$ cat config.mk
export PLATFORM = sky130hd
export DESIGN_NAME = dmem_bridge
export DESIGN_NICKNAME = d
export VERILOG_FILES = /design/src/rtl/dmem_bridge_pkg.sv /design/src/rtl/dmem_bridge_lane_steer.sv /design/src/rtl/dmem_bridge.sv
export SDC_FILE = /design/constraint.sdc
export NUM_CORES = 1
export LEC_CHECK = 0
export CAP_MARGIN = 20
export CELL_PAD_IN_SITES_DETAIL_PLACEMENT = 1
export CELL_PAD_IN_SITES_GLOBAL_PLACEMENT = 1
export CORE_MARGIN = 4
export CORE_UTILIZATION = 37
export CTS_CLUSTER_DIAMETER = 120
export CTS_CLUSTER_SIZE = 25
export DETAILED_ROUTE_END_ITERATION = 10
export GPL_TIMING_DRIVEN = 0
export PLACE_DENSITY = 0.95
export SLEW_MARGIN = 20
export SYNTH_ARGS = -nofsm -noshare
export SYNTH_HDL_FRONTEND = slang
export SYNTH_HIERARCHICAL = 1
export SYNTH_SLANG_ARGS = --single-unit
$ cat constraint.sdc
create_clock -name CLOCK -period 6.12 [get_ports CLOCK]
set_clock_uncertainty 0.1 [all_clocks]
set_input_delay 0.918 -clock CLOCK [delete_from_list [all_inputs] [get_ports CLOCK]]
set_output_delay 0.918 -clock CLOCK [all_outputs]
set_load 0.01 [all_outputs]
$ cat src/rtl/dmem_bridge_pkg.sv
// rtl/dmem_bridge_pkg.sv - shared types and constants for the data-memory bridge
package typePack;

  typedef enum logic [1:0] {
    IDLE   = 2'd0,
    REQ    = 2'd1,
    WAIT_R = 2'd2
  } dmem_state_t;

  localparam logic [3:0]  BE_BYTE = 4'b0001;
  localparam logic [3:0]  BE_HALF = 4'b0011;
  localparam logic [3:0]  BE_WORD = 4'b1111;

  localparam logic [31:0] DMEM_TIMEOUT_DATA = 32'hDEAD_BEEF;

  // Expands a right-justified size mask into a byte-granular data mask.
  function automatic logic [31:0] be_to_mask(input logic [3:0] be);
    return {{8{be[3]}}, {8{be[2]}}, {8{be[1]}}, {8{be[0]}}};
  endfunction

endpackage

$ cat src/rtl/dmem_bridge_lane_steer.sv
// rtl/dmem_bridge_lane_steer.sv - byte-lane steering for stores and loads, plus alignment check
module dmem_lane_steer
  import typePack::*;
(
  input  logic [1:0]  off,
  input  logic [3:0]  byte_en,
  input  logic [31:0] write_data,
  input  logic [1:0]  ld_off,
  input  logic [3:0]  ld_be,
  input  logic [31:0] mem_rdata,
  output logic [3:0]  be_steered,
  output logic [31:0] wdata_steered,
  output logic [31:0] rdata_aligned,
  output logic        misaligned
);

  assign be_steered    = byte_en << off;
  assign wdata_steered = write_data << {off, 3'b000};

  // Load side uses the offset/size captured with the request, not the live core inputs.
  assign rdata_aligned = (mem_rdata >> {ld_off, 3'b000}) & be_to_mask(ld_be);

  assign misaligned = ((byte_en == BE_HALF) && off[0]) ||
                      ((byte_en == BE_WORD) && (off != 2'b00));

endmodule

$ cat src/rtl/dmem_bridge.sv
// rtl/dmem_bridge.sv - core load/store to request/grant/response memory bridge
// Optional watchdog enabled by defining DMEM_BRIDGE_TIMEOUT_EN.
module dmem_bridge
  import typePack::*;
#(
  parameter int TIMEOUT_CYCLES = 64
) (
  input  logic        CLOCK,
  input  logic        RESET,
  input  logic        read_en,
  input  logic        write_en,
  input  logic [3:0]  byte_en,
  input  logic [31:0] addr,
  input  logic [31:0] write_data,
  output logic [31:0] read_data,
  output logic        stall,
  output logic        misalign_err,
  output logic        mem_req,
  output logic        mem_we,
  output logic [3:0]  mem_be,
  output logic [31:0] mem_addr,
  output logic [31:0] mem_wdata,
  input  logic        mem_gnt,
  input  logic        mem_rvalid,
  input  logic [31:0] mem_rdata
);

  dmem_state_t state, next_state;

  logic [1:0]  ld_off;
  logic [3:0]  ld_be;
  logic [3:0]  be_steered;
  logic [31:0] wdata_steered;
  logic [31:0] rdata_aligned;
  logic        misaligned;
  logic        accept;
  logic        req_err;
  logic        timeout;

  dmem_lane_steer u_lane_steer (
    .off           (addr[1:0]),
    .byte_en       (byte_en),
    .write_data    (write_data),
    .ld_off        (ld_off),
    .ld_be         (ld_be),
    .mem_rdata     (mem_rdata),
    .be_steered    (be_steered),
    .wdata_steered (wdata_steered),
    .rdata_aligned (rdata_aligned),
    .misaligned    (misaligned)
  );

  assign stall = (state != IDLE);

`ifdef DMEM_BRIDGE_TIMEOUT_EN
  localparam int CNT_W = $clog2(TIMEOUT_CYCLES + 1);

  logic [CNT_W-1:0] wd_cnt;

  always_ff @(posedge CLOCK or posedge RESET) begin
    if (RESET) begin
      wd_cnt <= '0;
    end else if ((state == IDLE) || (state != next_state)) begin
      wd_cnt <= '0;
    end else begin
      wd_cnt <= wd_cnt + 1'b1;
    end
  end

  // Fires on the last permitted cycle so the FSM is in IDLE after exactly TIMEOUT_CYCLES.
  assign timeout = (state != IDLE) && (wd_cnt == CNT_W'(TIMEOUT_CYCLES - 1));
`else
  assign timeout = 1'b0;
`endif

  always_ff @(posedge CLOCK or posedge RESET) begin
    if (RESET) begin
      state <= IDLE;
    end else begin
      state <= next_state;
    end
  end

  always_comb begin
    next_state = state;
    accept     = 1'b0;
    req_err    = 1'b0;
    case (state)
      IDLE: begin
        if (read_en && write_en) begin
          req_err = 1'b1;
        end else if (read_en || write_en) begin
          if (misaligned) begin
            req_err = 1'b1;
          end else begin
            accept     = 1'b1;
            next_state = REQ;
          end
        end
      end
      REQ: begin
        if (timeout) begin
          next_state = IDLE;
        end else if (mem_gnt) begin
          next_state = mem_we ? IDLE : WAIT_R;
        end
      end
      WAIT_R: begin
        if (timeout || mem_rvalid) begin
          next_state = IDLE;
        end
      end
      default: next_state = IDLE;
    endcase
  end

  always_ff @(posedge CLOCK or posedge RESET) begin
    if (RESET) begin
      mem_req      <= 1'b0;
      mem_we       <= 1'b0;
      mem_be       <= '0;
      mem_addr     <= '0;
      mem_wdata    <= '0;
      read_data    <= '0;
      misalign_err <= 1'b0;
      ld_off       <= '0;
      ld_be        <= '0;
    end else begin
      misalign_err <= req_err | timeout;

      if (accept) begin
        mem_req   <= 1'b1;
        mem_we    <= write_en;
        mem_be    <= be_steered;
        mem_addr  <= {addr[31:2], 2'b00};
        mem_wdata <= wdata_steered;
        ld_off    <= addr[1:0];
        ld_be     <= byte_en;
      end else if ((state == REQ) && (mem_gnt || timeout)) begin
        mem_req <= 1'b0;
      end

      if (timeout && !mem_we) begin
        read_data <= DMEM_TIMEOUT_DATA;
      end else if ((state == WAIT_R) && mem_rvalid) begin
        read_data <= rdata_aligned;
      end
    end
  end

endmodule
==> results of run 1 <==
-- through the flow --
step / power [mW] / setup WS [ns] / hold WS, ns / utilization (%)
detailed placement: 3.09 / 2.72 / 0.378 / 54.7
global placement: 2.98 / 0.675 / 0.366 / 54.5
finish: 3.65 / 3.09 / 0.387 / 56.8
CTS: 3.69 / 3.04 / 0.390 / 56.8
global route: 3.85 / 2.97 / 0.415 / 56.8
floorplan: 2.09 / 2.23 / 0.359 / -
-- layer usage --
layer	track usage [%]	vias up	wire length, um
met4	9.11	0	549
met5	0	-	0
li1	-	1933	-
met3	5.54	38	1150
met1	24.6	2129	6770
met2	39.2	161	9360
-- cells by family (layout without fill, tap and decap cells) --
kind of cell | count (synthesis) | after routing | share of synthesized area (%)
muxes | 147 | 147 | 29.9
AOI/OAI and AO/OA | 49 | 49 | 5.35
DFF | 109 | 109 | 51.0
xor gates and xnor gates | 2 | 2 | 0.327
other | 1 | 2 | 0.0701
buffers and inverters | 32 | 255 | 4.60
and+or+nand+nor | 84 | 84 | 8.74
-- area by class of cell --
| class | instances | area (sq um) | share of cell area, % |
|---|---|---|---|
| multi-input cells | 284 | 2380 | 29.9 |
| clock buffers | 11 | 243 | 3.04 |
| repair buffers | 208 | 2100 | 26.3 |
| clock inverters | 4 | 48.8 | 0.612 |
| plain buffers | 30 | 239 | 3.00 |
| well taps | 180 | 225 | 2.82 |
| inverters | 2 | 12.5 | 0.157 |
| flip-flops and latches | 109 | 2730 | 34.2 |
-- sequential cells by signal, indices dropped and copies added, names as in the netlist, 2 cells and up --
| name | cells |
|---|---|
| mem_addr | 30 |
| ld_be | 4 |
| ld_off | 2 |
| mem_be | 4 |
| read_data | 32 |
| mem_wdata | 32 |
| state | 2 |
-- power groups by stage --
stage / clock, mW / sequential, mW / combinational, mW
2_1_floorplan: 0 / 1.37 / 0.717
3_3_place_gp: 0 / 1.24 / 1.74
5_1_grt: 0.629 / 1.30 / 1.92
3_5_place_dp: 0 / 1.27 / 1.82
4_1_cts: 0.598 / 1.26 / 1.83
6_report: 0.584 / 1.25 / 1.81
-- worst reg2reg max path: stages (launching register included) --
cell	delay, ns
dfrtp_1	0.40
or2_1	0.28
nor3_2	0.16
buf_4	0.26
buf_6	0.19
mux2_1	0.36
-- cell usage after synthesis (all sizes together) --
library cell / instances
nor3: 1
o21ai: 18
a21o: 1
a21oi: 11
mux2i: 42
nand2b: 4
and2: 25
mux2: 105
o22ai: 8
nand3b: 9
nor3b: 1
clkbuf: 2
inv: 2
o21bai: 1
buf: 28
dfrtp: 109
or2: 2
nor2b: 10
xnor2: 2
conb: 1
o32ai: 1
nand2: 13
a211oi: 9
nor2: 18
nand3: 1
-- worst paths after layout --
| check | start | end |
|---|---|---|
| max in group asynchronous | RESET | mem_wdata[15]$_DFFE_PP0P_ |
| min reg2reg | mem_req$_DFFE_PP0P_ | mem_req$_DFFE_PP0P_ |
| max reg2reg | state[0]$_DFFE_PP0P_ | mem_wdata[12]$_DFFE_PP0P_ |
| min in group asynchronous | RESET | read_data[5]$_DFFE_PP0P_ |
| min | mem_req$_DFFE_PP0P_ | mem_req$_DFFE_PP0P_ |
| max | addr[0] | mem_wdata[12]$_DFFE_PP0P_ |
==> impl_metrics.tcl, run 1 <==
set metrics [dict create \
    status "finished clean" \
    crit_buf_inv 4 \
    grt_overflow_total 0 \
    port_buffers 207 \
    clock_power_share_pct 16.0 \
    die_w_um 128 \
    layout_min_cycle_time_ns 3.03 \
    ant_nets 0 \
    drv_cap 0 \
    swShare_pct 33.6 \
    start_util_pct 38.1 \
    clkLatencyLatePin_ns 0.34 \
    yosysWarningCount 6 \
    worst_path_max_delay_cell "clkdlybuf4s50_1" \
    root_buffer "clkbuf_16" \
    whs_path_depth 1 \
    slew_headroom_pct 63.7 \
    fp.dieH_um 128 \
    rsz0062_at_grt "no" \
    crit_type "in -> reg" \
    p_leak_nw 3.47 \
    hpwlAfterDp_mm 13.9 \
    num_rows 43 \
    grtUsageTotal_pct 21.9 \
    clk_path_buf_depth 2 \
    cts_resized 0 \
    seq_area_frac_synth_pct 51.0 \
    timing.final.hold_violations 0 \
    synthesis.area_sq_mm 0.00535 \
    critPathMaxFanout 10 \
    worst_ir_drop_vdd_mv 0.240 \
    holdBufCountCts 0 \
    p_int_mw 2.42 \
    fin_area_sq_mm 0.00798 \
    startpoint_type "primary input" \
    p_per_area_mw_per_mm2 457 \
    power_frac_seq_pct 34.4 \
    first_global_vias 4999 \
    synth.avg_cell_area_sq_um 12.6 \
    io_pins 210 \
    period_share_pct 49.6 \
    cp.required_ns 6.24 \
    fillCellCount 1406 \
    critical_path.endpoint_type "flop" \
    clk_pin_slew_ns 0.07 \
    grt_pass1_wl_mm 27.8 \
    avgViaCountPerCell 5.15 \
    slowest_delay_ns 0.58 \
    postPlaceCellArea_sq_mm 0.00769 \
    htreeDepth 3 \
    placedCellCount 813 \
    antenna_found_initial 0 \
    reg2reg_depth 5 \
    r2r_slack_ns 4.25 \
    arrival_ns 3.15 \
    synth_top_area_cell "dfrtp_1" \
    num_vias 4261 \
    path_cells "clkdlybuf4s50_1 -> clkbuf_1 -> nand2_1 -> a21oi_1 -> nor3_2 -> buf_4 -> buf_6 -> mux2_1" \
    setup_total_negative_slack_ns 0 \
    synth.area.top_cells "dfrtp_1 51%, mux2_1 11%, mux2_2 11%" \
    critical_path.top_delay_family "buffers and inverters" \
    syn_to_final_growth_pct 49.0 \
    syn_inst 424 \
    stdcell_count 828 \
    power_frac_comb_pct 49.6 \
    hold_class "reg -> reg" \
    core_sq_mm 0.0140 \
    avgRoutedWirePerCell_um 21.5 \
    drt_iter0_markers 181 \
    cts_setup_buffers 0 \
    cts_tree "yes" \
    layout_commonest_cell "clkdlybuf4s50_1" \
    drive_gt1_share_pct 14.8 \
    nets 750 \
    antenna_cells 0 \
    synth_top_area_share_pct 51.0 \
    numCtsBuffers 9 \
    dr.pass1.iters 4 \
    gp_congestion 0.823 \
    tightest_slew_ns 0.543 \
    mostFrequentLayoutCells "207 x clkdlybuf4s50_1, 109 x dfrtp_1, 53 x mux2_1" \
    setup_violations 0 \
    slew_violations 0 \
    wirelength_mm 17.8 \
    grt_max_degree 77 \
    fmax_ghz 0.330 \
    critical_path_depth 8 \
    cts.sink_count 109 \
    synth_cell_types 32 \
    die_area_sq_mm 0.0165 \
    p_switching_mw 1.22 \
    drcViolationCount 0 \
    yosys_register_bits 109 \
]
Note: power is estimated with default switching activity, not from simulation.
==> run 2, diff against run 1 <==
--- a/config.mk
+++ b/config.mk
@@ -9,12 +9,12 @@
 export CELL_PAD_IN_SITES_DETAIL_PLACEMENT = 1
 export CELL_PAD_IN_SITES_GLOBAL_PLACEMENT = 1
 export CORE_MARGIN = 4
-export CORE_UTILIZATION = 37
+export CORE_UTILIZATION = 31
 export CTS_CLUSTER_DIAMETER = 120
 export CTS_CLUSTER_SIZE = 25
 export DETAILED_ROUTE_END_ITERATION = 10
 export GPL_TIMING_DRIVEN = 0
-export PLACE_DENSITY = 0.95
+export PLACE_DENSITY = 0.87
 export SLEW_MARGIN = 20
 export SYNTH_ARGS = -nofsm -noshare
 export SYNTH_HDL_FRONTEND = slang
==> constraint.sdc (replaced) <==
create_clock -name CLOCK -period 2.5 [get_ports CLOCK]
set_clock_uncertainty 0.1 [all_clocks]
set_input_delay 0.375 -clock CLOCK [delete_from_list [all_inputs] [get_ports CLOCK]]
set_output_delay 0.375 -clock CLOCK [all_outputs]
set_load 0.01 [all_outputs]
==> run 2 against run 1 <==
Worst hold slack lost 0.11 ns. Design area grew 0.94%. Utilization shrank 8.8 points. Critical path type unchanged. First-iteration DRC count shrank 45%. Clock power grew 140%. Sequential share of layout area shrank 0.32 points. Flip-flop and latch count is the same.
==> impl_metrics.tcl, run 2 (synthesis gave the netlist of run 1 again) <==
set metrics [dict create \
    clkLatencyLatePin_ns 0.34 \
    reg2reg_depth 5 \
    cts_setup_buffers 0 \
    crit_type "in -> reg" \
    period_share_pct 93.1 \
    nets 752 \
    fp.dieH_um 139 \
    reg_top3 "mem_wdata x32, read_data x32, mem_addr x30" \
    syn_to_final_growth_pct 50.4 \
    r2r_slack_ns 0.64 \
    avgViaCountPerCell 4.86 \
    port_buffers 207 \
    rr_endpoint "mem_addr[30]$_DFFE_PP0P_" \
    worst_ir_drop_vdd_mv 0.526 \
    grt_max_degree 36 \
    slew_headroom_pct 64.5 \
    drv_cap 0 \
    slew_violations 0 \
    fin_area_sq_mm 0.00805 \
    numCtsBuffers 9 \
    io_pins 210 \
    tightest_slew_ns 0.530 \
    mostFrequentLayoutCells "207 x clkdlybuf4s50_1, 109 x dfrtp_1, 53 x mux2_1" \
    p_leak_nw 3.47 \
    hold_class "in -> async" \
    arrival_ns 2.45 \
    setup_total_negative_slack_ns 0 \
    wirelength_mm 17.6 \
    drt_iter0_markers 100 \
    antenna_found_initial 0 \
    cts.sink_count 109 \
    fmax_ghz 0.430 \
    dr.pass1.iters 4 \
    critPathMaxFanout 10 \
    num_rows 47 \
    first_global_vias 4937 \
    cts_tree "yes" \
    num_vias 4222 \
    total_power_mw 8.85 \
    clk_path_buf_depth 2 \
    layout_commonest_cell "clkdlybuf4s50_1" \
    rsz0062_at_grt "no" \
    drcViolationCount 0 \
    root_buffer "clkbuf_16" \
    cp.required_ns 2.62 \
    ant_nets 0 \
    grt_pass1_wl_mm 28.4 \
    avgRoutedWirePerCell_um 20.3 \
    worst_path_max_delay_cell "clkdlybuf4s50_1" \
    layout_min_cycle_time_ns 2.33 \
    die_w_um 139 \
    start_util_pct 31.9 \
    grtUsageTotal_pct 18.3 \
    postPlaceCellArea_sq_mm 0.00777 \
    utilization_pct 48.0 \
    grt_overflow_total 0 \
    slowest_delay_ns 0.50 \
    r2r_start "state[0]$_DFFE_PP0P_" \
    timing.final.hold_violations 0 \
    setup_violations 0 \
    startpoint_type "primary input" \
    status "finished clean" \
    drive_gt1_share_pct 15.3 \
    antenna_cells 0 \
    gp_congestion 0.833 \
    dpl_worst_slack_ns -0.301 \
    clk_pin_slew_ns 0.07 \
    hpwlAfterDp_mm 13.9 \
    p_per_area_mw_per_mm2 1100 \
    path_cells "clkdlybuf4s50_1 -> buf_6 -> buf_4 -> nand3_1 -> a21oi_2 -> nor3_2 -> buf_4 -> buf_6 -> mux2_1" \
    critical_path.endpoint_type "flop" \
    htreeDepth 3 \
    setup_ws_ns 0.172 \
    die_area_sq_mm 0.0194 \
    core_sq_mm 0.0168 \
]
[run 2: final cells by class]
class	instances	area, sq um
repair buffers	210	2130
multi-input cells	284	2390
clock buffers	10	229
fillers	1786	8710
clock inverters	4	51.3
inverters	2	11.3
plain buffers	30	240
flip-flops and latches	109	2730
well taps	220	275
[run 2: worst max-delay path: cells and delay by family]
| family | cells | cell delay [ns] |
|---|---|---|
| compound gates | 1 | 0.08 |
| mux | 1 | 0.34 |
| buf+inv | 5 | 1.32 |
| simple gates | 2 | 0.31 |
[run 2: timing repair]
item,CTS,global route
endpoints found under the setup margin,0,48
hold buffers,0,0
endpoints found under the hold margin,0,0
gates resized for setup,0,3
[run 2: report_power, final]
part	leakage (nW)	internal, mW	switching, mW
clock network	0.134	0.767	0.631
logic	1.97	2.55	1.82
registers	1.37	2.59	0.495
[run 2: worst max path at each step]
stage / startpoint / end / slack (ns) / depth (start not counted)
floorplan: addr[1] / ld_be[0]$_DFFE_PP0P_ / 0.59 / 8
global placement: RESET / mem_addr[10]$_DFFE_PP0P_ / -0.39 / 2
detailed placement: addr[1] / mem_addr[30]$_DFFE_PP0P_ / -0.30 / 9
CTS: addr[1] / mem_addr[30]$_DFFE_PP0P_ / 0.06 / 9
global route: addr[1] / mem_addr[30]$_DFFE_PP0P_ / 0.04 / 9
finish: addr[1] / mem_addr[30]$_DFFE_PP0P_ / 0.17 / 9
[run 2: per-stage QoR]
step / hold slack, ns / instances
6_report: 0.279 / 869
5_1_grt: 0.307 / 869
4_1_cts: 0.276 / 869
3_5_place_dp: 0.378 / 855
3_3_place_gp: 0.365 / 852
2_1_floorplan: 0.359 / 425
[run 2: per-layer routing]
layer | wire length, um | GRT usage (%) | up-vias | share of wire (%)
met4 | 270 | 4.63 | 0 | 1.5
met2 | 9080 | 32.3 | 151 | 52
met5 | 0 | 0 | - | 0
met3 | 1100 | 5.35 | 21 | 6.2
met1 | 7150 | 21.9 | 2112 | 41
li1 | - | - | 1938 | -
==> run 3, diff against run 2 <==
--- a/config.mk
+++ b/config.mk
@@ -8,7 +8,8 @@
 export CAP_MARGIN = 20
 export CELL_PAD_IN_SITES_DETAIL_PLACEMENT = 1
 export CELL_PAD_IN_SITES_GLOBAL_PLACEMENT = 1
-export CORE_MARGIN = 4
+export CORE_ASPECT_RATIO = 1.5
+export CORE_MARGIN = 2
 export CORE_UTILIZATION = 31
 export CTS_CLUSTER_DIAMETER = 120
 export CTS_CLUSTER_SIZE = 25
==> run 3 against run 2 <==
Flip-flop and latch count did not move. Worst hold slack improved by 0.017 ns. Total power up 0.24%. Register-to-register slack hardly changed. Final cell count down 0.92%. Sequential share of layout area hardly changed. Critical path depth unchanged. Global-route usage increased by 0.81 points. Worst setup slack got worse by 0.043 ns. Critical path type unchanged. Highest routed layer unchanged.
==> impl_metrics.tcl, run 3 (synthesis gave the netlist of run 1 again) <==
set metrics [dict create \
    dr.pass1.iters 4 \
    worst_path_max_delay_cell "clkdlybuf4s50_1" \
    drive_gt1_share_pct 15.7 \
    critPathMaxFanout 10 \
    reg2reg_depth 5 \
    grtUsageTotal_pct 19.1 \
    cts_setup_buffers 0 \
    p_per_area_mw_per_mm2 1100 \
    first_global_vias 5004 \
    grt_max_degree 36 \
    fmax_ghz 0.422 \
    cts.sink_count 109 \
    clk_path_buf_depth 2 \
    io_pins 210 \
    slew_headroom_pct 58.2 \
    arrival_ns 2.50 \
    drv_cap 0 \
    core_sq_mm 0.0168 \
    start_util_pct 31.8 \
    hold_class "in -> async" \
    period_share_pct 94.8 \
    gr-max-usage-layer "met2" \
    grt_overflow_total 0 \
    clkLatencyLatePin_ns 0.34 \
    antenna_found_initial 0 \
    placedCellCount 845 \
    mostFrequentLayoutCells "207 x clkdlybuf4s50_1, 109 x dfrtp_1, 53 x mux2_1" \
    clk_pin_slew_ns 0.08 \
    gp_congestion 0.815 \
    hpwlAfterDp_mm 13.7 \
    stdcell_count 861 \
    p_leak_nw 3.48 \
    met3_usage_pct 4.95 \
    worst_ir_drop_vdd_mv 0.495 \
    setup_total_negative_slack_ns 0 \
    ant_nets 0 \
    holdBufCountCts 0 \
    setup_violations 0 \
    setup_ws_ns 0.129 \
    numCtsBuffers 9 \
    num_vias 4312 \
    avgRoutedWirePerCell_um 20.3 \
    grt_pass1_wl_mm 27.7 \
    cts_tree "yes" \
    fillCellCount 1772 \
    root_buffer "clkbuf_16" \
    drt_iter0_markers 142 \
    startpoint_type "primary input" \
    total_power_mw 8.87 \
    use_met1_pct 21.1 \
    port_buffers 207 \
    fin_area_sq_mm 0.00805 \
    critical_path_depth 9 \
    layout_min_cycle_time_ns 2.37 \
    antenna_cells 0 \
    met2_usage_pct 36.0 \
    avgViaCountPerCell 5.01 \
    tightest_slew_ns 0.625 \
    htreeDepth 3 \
    path_cells "clkdlybuf4s50_1 -> buf_6 -> buf_4 -> nand3_1 -> a21oi_2 -> nor3_2 -> buf_4 -> buf_6 -> mux2_1" \
    critical_path.top_delay_family "buffers and inverters" \
    layout_commonest_cell "clkdlybuf4s50_1" \
    utilization_pct 47.8 \
    die_w_um 111 \
    slowest_delay_ns 0.56 \
    critical_path.endpoint_type "flop" \
    wirelength_mm 17.5 \
    die_area_sq_mm 0.0184 \
    syn_to_final_growth_pct 50.4 \
    dpl_worst_slack_ns -0.358 \
    status "finished clean" \
    nets 752 \
    holdWs_ns 0.296 \
    postPlaceCellArea_sq_mm 0.00775 \
    reg_top3 "mem_wdata x32, read_data x32, mem_addr x30" \
    timing.final.hold_violations 0 \
    fp.dieH_um 165 \
    num_rows 58 \
    drcViolationCount 0 \
    crit_type "in -> reg" \
    crit_buf_inv 5 \
    rsz0062_at_grt "no" \
    cp.required_ns 2.63 \
    slew_violations 0 \
]
[run 3: cell types whose count changed in the layout (fill, tap and decap cells not counted)]
cell,change
clkinv_8,+1
bufinv_16,-1
clkbuf_1,-1
inv_8,+1
inv_6,+2
[run 3: area by class of cell]
class	instances	area, sq um	area share [%]
repair buffers	210	2130	26.5
plain buffers	30	240	2.98
multi-input cells	284	2390	29.6
clock buffers	9	225	2.80
well taps	210	263	3.26
flip-flops and latches	109	2730	33.9
inverters	2	11.3	0.140
clock inverters	7	66.3	0.824
[run 3: power by group]
part | internal [mW] | switching (mW) | total [mW]
Clock | 0.700 | 0.702 | 1.40
Sequential | 2.58 | 0.481 | 3.07
Combinational | 2.55 | 1.85 | 4.40
[run 3: what timing repair did]
item	in CTS	in global routing
gates resized for setup	0	3
endpoints found under the hold margin	0	0
endpoints found under the setup margin	0	48
[run 3: path summary, 6_finish.rpt]
kind                                           start                        end  slack [ns]
hold / removal                                 RESET  read_data[17]$_DFFE_PP0P_        0.30
min in group CLOCK         mem_wdata[14]$_DFFE_PP0P_  mem_wdata[14]$_DFFE_PP0P_        0.39
max in group asynchronous                      RESET      mem_be[2]$_DFFE_PP0P_        1.27
setup / recovery                             addr[1]  mem_wdata[21]$_DFFE_PP0P_        0.13
setup reg to reg                state[0]$_DFFE_PP0P_  mem_wdata[21]$_DFFE_PP0P_        0.63
hold reg to reg            mem_wdata[14]$_DFFE_PP0P_  mem_wdata[14]$_DFFE_PP0P_        0.39
[run 3: layer usage]
metal / vias up / share of wire (%)
li1: 1931 / -
met1: 2173 / 37
met2: 184 / 54
met3: 24 / 6.8
met4: 0 / 2.1
met5: - / 0
[run 3: worst reg2reg max path: cells and delay by family, from the launching register on]
| kind | cells | cell delay, ns |
|---|---|---|
| AND/OR/NAND/NOR | 2 | 0.46 |
| buffers and inverters | 2 | 0.45 |
| flip-flops | 1 | 0.40 |
| multiplexers | 1 | 0.36 |
